[src/rtl/prj_definition.sv]
// Shared definitions for the cs147sec05 multi-cycle control unit: CTRL bit
// positions, opcode/funct values, ALU operation codes and state encodings.
package prj_definition;

  localparam int CTRL_WIDTH_INDEX_LIMIT = 31;

  localparam int CTRL_PC_LOAD   = 0;
  localparam int CTRL_PC_SEL_1  = 1;
  localparam int CTRL_PC_SEL_2  = 2;
  localparam int CTRL_PC_SEL_3  = 3;
  localparam int CTRL_IR_LOAD   = 4;
  localparam int CTRL_MEM_R     = 5;
  localparam int CTRL_MEM_W     = 6;
  localparam int CTRL_R1_SEL_1  = 7;
  localparam int CTRL_REG_R     = 8;
  localparam int CTRL_REG_W     = 9;
  localparam int CTRL_WA_SEL_1  = 10;
  localparam int CTRL_WA_SEL_2  = 11;
  localparam int CTRL_WA_SEL_3  = 12;
  localparam int CTRL_WD_SEL_1  = 13;
  localparam int CTRL_WD_SEL_2  = 14;
  localparam int CTRL_WD_SEL_3  = 15;
  localparam int CTRL_SP_LOAD   = 16;
  localparam int CTRL_OP1_SEL_1 = 17;
  localparam int CTRL_OP2_SEL_1 = 18;
  localparam int CTRL_ALU_LSB   = 22;
  localparam int CTRL_MA_SEL_1  = 26;
  localparam int CTRL_MA_SEL_2  = 27;
  localparam int CTRL_MD_SEL_1  = 28;

  localparam logic [5:0] OP_RTYPE = 6'h00;
  localparam logic [5:0] OP_ADDI  = 6'h08;
  localparam logic [5:0] OP_MULI  = 6'h1d;
  localparam logic [5:0] OP_ANDI  = 6'h0c;
  localparam logic [5:0] OP_ORI   = 6'h0d;
  localparam logic [5:0] OP_LUI   = 6'h0f;
  localparam logic [5:0] OP_SLTI  = 6'h0a;
  localparam logic [5:0] OP_BEQ   = 6'h04;
  localparam logic [5:0] OP_BNE   = 6'h05;
  localparam logic [5:0] OP_LW    = 6'h23;
  localparam logic [5:0] OP_SW    = 6'h2b;
  localparam logic [5:0] OP_JMP   = 6'h02;
  localparam logic [5:0] OP_JAL   = 6'h03;
  localparam logic [5:0] OP_PUSH  = 6'h1b;
  localparam logic [5:0] OP_POP   = 6'h1c;

  localparam logic [5:0] FN_ADD = 6'h20;
  localparam logic [5:0] FN_SUB = 6'h22;
  localparam logic [5:0] FN_MUL = 6'h2c;
  localparam logic [5:0] FN_AND = 6'h24;
  localparam logic [5:0] FN_OR  = 6'h25;
  localparam logic [5:0] FN_NOR = 6'h27;
  localparam logic [5:0] FN_SLT = 6'h2a;
  localparam logic [5:0] FN_SLL = 6'h01;
  localparam logic [5:0] FN_SRL = 6'h02;
  localparam logic [5:0] FN_JR  = 6'h08;

  localparam logic [3:0] ALU_NONE = 4'd0;
  localparam logic [3:0] ALU_ADD  = 4'd1;
  localparam logic [3:0] ALU_SUB  = 4'd2;
  localparam logic [3:0] ALU_MUL  = 4'd3;
  localparam logic [3:0] ALU_SHR  = 4'd4;
  localparam logic [3:0] ALU_SHL  = 4'd5;
  localparam logic [3:0] ALU_AND  = 4'd6;
  localparam logic [3:0] ALU_OR   = 4'd7;
  localparam logic [3:0] ALU_NOR  = 4'd8;
  localparam logic [3:0] ALU_SLT  = 4'd9;

  // op2 = sel_4 ? R2 : sel_3 ? (sel_2 ? {imm,16'b0} : sel_1 ? sext(imm) : zext(imm))
  //                          : (sel_1 ? shamt : 1); bits listed {sel_4,sel_3,sel_2,sel_1}
  localparam logic [3:0] OP2_ONE   = 4'b0000;
  localparam logic [3:0] OP2_SHAMT = 4'b0001;
  localparam logic [3:0] OP2_ZEXT  = 4'b0100;
  localparam logic [3:0] OP2_SEXT  = 4'b0101;
  localparam logic [3:0] OP2_LUI   = 4'b0110;
  localparam logic [3:0] OP2_R2    = 4'b1000;

  typedef enum logic [2:0] {
    ST_IDLE   = 3'd0,
    ST_FETCH  = 3'd1,
    ST_DECODE = 3'd2,
    ST_EXE    = 3'd3,
    ST_MEM    = 3'd4,
    ST_WB     = 3'd5
  } state_t;

  typedef struct packed {
    logic       illegal;
    logic       r_alu;
    logic       i_alu;
    logic       is_lui;
    logic       is_lw;
    logic       is_sw;
    logic       is_beq;
    logic       is_bne;
    logic       is_jmp;
    logic       is_jal;
    logic       is_jr;
    logic       is_push;
    logic       is_pop;
    logic       op1_sel_1;
    logic [3:0] op2_sel;
    logic [3:0] alu_oprn;
  } dec_t;

endpackage

[src/rtl/instr_decoder.sv]
// Combinational instruction classifier: class flags plus the ALU operation
// and operand selects an instruction needs from EXE onward.
module instr_decoder
  import prj_definition::*;
(
  input  logic [31:0] instruction,
  output dec_t        dec
);

  logic [5:0] opcode;
  logic [5:0] funct;
  logic       unused_fields;

  assign opcode        = instruction[31:26];
  assign funct         = instruction[5:0];
  assign unused_fields = ^instruction[25:6];

  always_comb begin
    dec = '0;
    case (opcode)
      OP_RTYPE: begin
        dec.r_alu   = 1'b1;
        dec.op2_sel = OP2_R2;
        case (funct)
          FN_ADD: dec.alu_oprn = ALU_ADD;
          FN_SUB: dec.alu_oprn = ALU_SUB;
          FN_MUL: dec.alu_oprn = ALU_MUL;
          FN_AND: dec.alu_oprn = ALU_AND;
          FN_OR:  dec.alu_oprn = ALU_OR;
          FN_NOR: dec.alu_oprn = ALU_NOR;
          FN_SLT: dec.alu_oprn = ALU_SLT;
          FN_SLL: begin dec.alu_oprn = ALU_SHL; dec.op2_sel = OP2_SHAMT; end
          FN_SRL: begin dec.alu_oprn = ALU_SHR; dec.op2_sel = OP2_SHAMT; end
          FN_JR: begin
            dec.r_alu   = 1'b0;
            dec.op2_sel = OP2_ONE;
            dec.is_jr   = 1'b1;
          end
          default: begin
            // Unknown funct behaves as a NOP: no ALU, no write-back.
            dec.r_alu   = 1'b0;
            dec.op2_sel = OP2_ONE;
            dec.illegal = 1'b1;
          end
        endcase
      end
      OP_ADDI: begin dec.i_alu = 1'b1; dec.alu_oprn = ALU_ADD; dec.op2_sel = OP2_SEXT; end
      OP_MULI: begin dec.i_alu = 1'b1; dec.alu_oprn = ALU_MUL; dec.op2_sel = OP2_SEXT; end
      OP_ANDI: begin dec.i_alu = 1'b1; dec.alu_oprn = ALU_AND; dec.op2_sel = OP2_ZEXT; end
      OP_ORI:  begin dec.i_alu = 1'b1; dec.alu_oprn = ALU_OR;  dec.op2_sel = OP2_ZEXT; end
      OP_SLTI: begin dec.i_alu = 1'b1; dec.alu_oprn = ALU_SLT; dec.op2_sel = OP2_SEXT; end
      OP_LUI: begin
        dec.i_alu    = 1'b1;
        dec.is_lui   = 1'b1;
        dec.alu_oprn = ALU_ADD;
        dec.op2_sel  = OP2_LUI;
      end
      OP_BEQ:  begin dec.is_beq = 1'b1; dec.alu_oprn = ALU_SUB; dec.op2_sel = OP2_R2; end
      OP_BNE:  begin dec.is_bne = 1'b1; dec.alu_oprn = ALU_SUB; dec.op2_sel = OP2_R2; end
      OP_LW:   begin dec.is_lw  = 1'b1; dec.alu_oprn = ALU_ADD; dec.op2_sel = OP2_SEXT; end
      OP_SW:   begin dec.is_sw  = 1'b1; dec.alu_oprn = ALU_ADD; dec.op2_sel = OP2_SEXT; end
      OP_JMP:  dec.is_jmp = 1'b1;
      OP_JAL:  dec.is_jal = 1'b1;
      OP_PUSH: begin
        dec.is_push   = 1'b1;
        dec.op1_sel_1 = 1'b1;
        dec.alu_oprn  = ALU_SUB;
        dec.op2_sel   = OP2_ONE;
      end
      OP_POP: begin
        dec.is_pop    = 1'b1;
        dec.op1_sel_1 = 1'b1;
        dec.alu_oprn  = ALU_ADD;
        dec.op2_sel   = OP2_ONE;
      end
      default: dec.illegal = 1'b1;
    endcase
  end

endmodule

[src/rtl/control_unit.sv]
// Multi-cycle control unit: state register plus per-state assembly of the
// CTRL word from the decoded instruction and the ALU ZERO flag.
module control_unit
  import prj_definition::*;
#(
  parameter int CTRL_W = 32
) (
  input  logic              CLK,
  input  logic              RST,
  input  logic [31:0]       INSTRUCTION,
  input  logic              ZERO,
  output logic [CTRL_W-1:0] CTRL,
  output logic [2:0]        STATE,
  output logic              ILLEGAL
);

  state_t            state_reg;
  state_t            state_next;
  dec_t              dec;
  logic [CTRL_W-1:0] alu_ctrl;
  logic [CTRL_W-1:0] ctrl;
  logic              wb_rd;
  logic              wb_rt;

  instr_decoder u_decoder (
    .instruction (INSTRUCTION),
    .dec         (dec)
  );

  always_ff @(posedge CLK or negedge RST) begin
    if (!RST) state_reg <= ST_IDLE;
    else      state_reg <= state_next;
  end

  // ALU selections stay asserted from EXE through WB so the result is stable.
  always_comb begin
    alu_ctrl = '0;
    alu_ctrl[CTRL_OP1_SEL_1] = dec.op1_sel_1;
    alu_ctrl[CTRL_OP2_SEL_1 +: 4] = dec.op2_sel;
    alu_ctrl[CTRL_ALU_LSB +: 4] = dec.alu_oprn;
  end

  assign wb_rd = dec.r_alu;
  assign wb_rt = dec.i_alu | dec.is_lw | dec.is_pop;

  always_comb begin
    ctrl       = '0;
    ILLEGAL    = 1'b0;
    state_next = ST_IDLE;
    case (state_reg)
      ST_IDLE: state_next = ST_FETCH;
      ST_FETCH: begin
        state_next            = ST_DECODE;
        ctrl[CTRL_MEM_R]      = 1'b1;
        ctrl[CTRL_MA_SEL_2]   = 1'b1;
        ctrl[CTRL_IR_LOAD]    = 1'b1;
      end
      ST_DECODE: begin
        state_next            = ST_EXE;
        ctrl[CTRL_REG_R]      = 1'b1;
        ctrl[CTRL_R1_SEL_1]   = dec.is_lui;
        ILLEGAL               = dec.illegal;
      end
      ST_EXE: begin
        state_next = ST_MEM;
        ctrl       = alu_ctrl;
      end
      ST_MEM: begin
        state_next            = ST_WB;
        ctrl                  = alu_ctrl;
        ctrl[CTRL_MEM_R]      = dec.is_lw | dec.is_pop;
        ctrl[CTRL_MEM_W]      = dec.is_sw | dec.is_push;
        ctrl[CTRL_MA_SEL_1]   = dec.is_push | dec.is_pop;
        ctrl[CTRL_MD_SEL_1]   = dec.is_push;
      end
      ST_WB: begin
        state_next            = ST_FETCH;
        ctrl                  = alu_ctrl;
        ctrl[CTRL_PC_LOAD]    = 1'b1;
        ctrl[CTRL_PC_SEL_1]   = ~dec.is_jr;
        ctrl[CTRL_PC_SEL_2]   = (dec.is_beq & ZERO) | (dec.is_bne & ~ZERO);
        ctrl[CTRL_PC_SEL_3]   = ~(dec.is_jmp | dec.is_jal);
        ctrl[CTRL_REG_W]      = wb_rd | wb_rt | dec.is_jal;
        ctrl[CTRL_WA_SEL_1]   = wb_rt;
        ctrl[CTRL_WA_SEL_3]   = wb_rd | wb_rt;
        ctrl[CTRL_WD_SEL_1]   = dec.is_lw | dec.is_pop;
        ctrl[CTRL_WD_SEL_3]   = wb_rd | wb_rt;
        ctrl[CTRL_SP_LOAD]    = dec.is_push | dec.is_pop;
      end
      default: state_next = ST_IDLE;
    endcase
  end

  assign CTRL  = ctrl;
  assign STATE = state_reg;

endmodule

[config.mk]
export PLATFORM = sky130hd
export DESIGN_NAME = control_unit
export DESIGN_NICKNAME = d
export VERILOG_FILES = /design/src/rtl/prj_definition.sv /design/src/rtl/instr_decoder.sv /design/src/rtl/control_unit.sv
export SDC_FILE = /design/constraint.sdc
export NUM_CORES = 1
export LEC_CHECK = 0
export ABC_CLOCK_PERIOD_IN_PS = 2100
export CAP_MARGIN = 40
export CORE_UTILIZATION = 37
export CTS_BUF_LIST = sky130_fd_sc_hd__clkbuf_8 sky130_fd_sc_hd__clkbuf_16
export DETAILED_ROUTE_END_ITERATION = 16
export GPL_TIMING_DRIVEN = 0
export HOLD_SLACK_MARGIN = 0.02
export PLACE_DENSITY = 0.82
export REMOVE_ABC_BUFFERS = 1
export SLEW_MARGIN = 20
export SYNTH_ARGS = -nofsm -noshare
export SYNTH_HDL_FRONTEND = slang
export SYNTH_SLANG_ARGS = --single-unit
[constraint.sdc]
create_clock -name CLK -period 2.1 [get_ports CLK]
set_input_delay 0.315 -clock CLK [delete_from_list [all_inputs] [get_ports CLK]]
set_output_delay 0.315 -clock CLK [all_outputs]
set_load 0.1 [all_outputs]
==> results.toml <==
[run_status]
status = "finished with violations"
failed_checks = "setup timing"

[synth]
synthDistinctLibCells = 51
synth-seq-cells = 3
syn_area_per_cell_sq_um = 6.73
yosysMostFrequentCell = "nor2_1"
ys_warn_count = 0
syn_area_sq_um = 1090
synthArstFlopShare_pct = 100
synth_cells = 162
yosys.area.top_type_share_pct = 7.57
synth_common_cells = "19 x nor2_1, 18 x nand2_1, 11 x buf_4"
yosys-top-cells-area = "buf_4 7.6%, dfrtp_1 6.9%, nor2_1 6.5%"
yosysSeqAreaShare_pct = 6.88
synth_ff_type = "dfrtp_1"
yosysTopAreaCell = "buf_4"
synth_enable_flop_cells = 0

[grt]
grt_usage_pct = 33.5
overflow = 0
grt_max_degree = 21
grt_pass1_wl_um = 8260
antenna_found_initial = 0
grt_pass1_vias = 1605

[sta]
fin_crit_ns = 2.33
fmax_ghz = 0.429
finalHoldViolations = 0
tns_ns = -1.50
maxSlewViolCount = 0
min_period_over_period_pct = 111
hold_ws_ns = 0.299
setup_slack_ns = -0.233
skew_ns = 0.00266
setup_viol = 13
rsz0062_at_grt = "yes"

[finish]
diodes = 0
largest_register_ff_count = 3
fillCellCount = 105
drive_above_1_share_pct = 54.7
areaGrowthSynthToFinish_pct = 128
finalNetCount = 272

[clock_network]
cts_tree = "done"
cts_max_path_buffers = 2
htree_levels = 1
cts-buffers-inserted = 3
cts_root_buf = "clkbuf_8"
clock-sinks = 3
clk_pin_slew_ns = 0.03
holdBufCountCts = 0
clk_latency_ns = 0.22

[worst_setup_path]
worstRegToRegCells = 4
crit_path_frequent_cell = "buf_12"
crit_family = "buffers and inverters"
cp.required_ns = 1.78
worst_setup_path_start_kind = "input port"
critical_path_class = "in -> out"
crit_fanout = 5
slowest_delay_ns = 0.43
cp_slowest_cell = "a221o_2"
arrival_ns = 2.02
cp_cell_sequence = "bufbuf_16 -> nor3_1 -> o21ai_1 -> a221o_2 -> buf_6 -> buf_12 -> nor3b_4 -> buf_12"
critPathBufInv = 4
end_kind = "primary output"
cp.depth = 8

[route]
dr_total_vias = 1681
route.detailed.drc = 0
wl_um = 6240
drtIter0Drc = 114
viasPerCell = 6.30
ant_nets = 0
wl_per_cell_um = 23.4
dr.pass1.iters = 5

[die]
core_area_sq_um = 2780
rows = 19
dieWidth_um = 56.3
initial_utilization_pct = 39.2
die_area_sq_um = 3170
die_h_um = 56.3
pin_count = 71

[min_path]
hold_path.class = "in -> async"

[power_and_ir_drop]
power.density_nw_per_um2 = 234
power.leakage_nw = 1.05
ir_drop_uv = 236

[flow_run]
max-cap-violations = 0

[placed_design]
place.gp.congestion = 0.821
portBuffers = 45
hpwl_um = 2820
cell usage in the layout, fill, tap and decap left out, drive strengths merged, types with 6 or more instances in the layout:
| cell | n |
|---|---|
| buf | 71 |
| nand2 | 19 |
| nor2 | 19 |
| a21oi | 10 |
| nand2b | 8 |
| nor3 | 8 |
| clkdlybuf4s50 | 7 |
| inv | 7 |
| o21ai | 7 |
| clkbuf | 7 |
| nand3b | 6 |
cells by family after synthesis:
logic type	synth area share, %
AOI/OAI and AO/OA	22.1
xor gates and xnor gates	4.01
buffers and inverters	15.8
DFF	6.88
muxes	1.83
other	0.344
and+or+nand+nor	49.0
layer usage:
| layer | share of wire (%) | vias up | track usage [%] |
|---|---|---|---|
| met5 | 0 | - | 0 |
| met1 | 37 | 792 | 41.0 |
| met2 | 49 | 142 | 55.3 |
| li1 | - | 719 | - |
| met4 | 3.7 | 0 | 19.5 |
| met3 | 10 | 28 | 5.53 |
final timing paths:
check	startpoint	end	slack, ns
setup / recovery	INSTRUCTION[28]	CTRL[21]	-0.23
hold / removal	RST	STATE[1]	0.30
setup reg to reg	STATE[0]	STATE[2]	1.12
hold reg to reg	STATE[2]	STATE[0]	0.57
max in group asynchronous	RST	STATE[0]	1.62
min in group CLK	STATE[2]	STATE[0]	0.57
what timing repair did:
item,in CTS,in global routing
endpoints found under the setup margin,27,20
gates cloned,2,1
buffers inserted,15,14
pin swaps,11,20
gates resized for setup,143,43
per-stage QoR:
step,power (mW),instance area (sq um),setup WS (ns),std cells,utilization (%)
final,0.582,2490,-0.233,267,89.4
after CTS,0.517,2220,-0.179,254,79.8
after global routing,0.598,2490,-0.265,267,89.4
after global placement,0.275,1450,-1.78,222,52.0
after detailed placement,0.290,1910,-1.41,253,68.7
after floorplan,0.195,956,-3.34,146,-
worst register-to-register path: stages (launching register included):
cell	delay, ns
dfrtp_2	0.43
nor2b_4	0.15
buf_4	0.14
nand2_1	0.09
nand2_1	0.05
layout make-up:
class                   instances  area, sq um  share of cell area (%)
well taps                      31         38.8                    1.56
inverters                       6         25.0                    1.01
multi-input cells             137         1100                    44.1
clock inverters                 1         3.75                   0.151
clock buffers                   3         41.3                    1.66
repair buffers                 86         1200                    48.4
flip-flops and latches          3         78.8                    3.17
report_power, final:
group / internal (mW) / switching, mW / total [mW]
Combinational: 0.145 / 0.212 / 0.357
Sequential: 0.0582 / 0 / 0.0582
Clock: 0.125 / 0.0425 / 0.167
No activity file was read; power rests on OpenSTA's default activity.
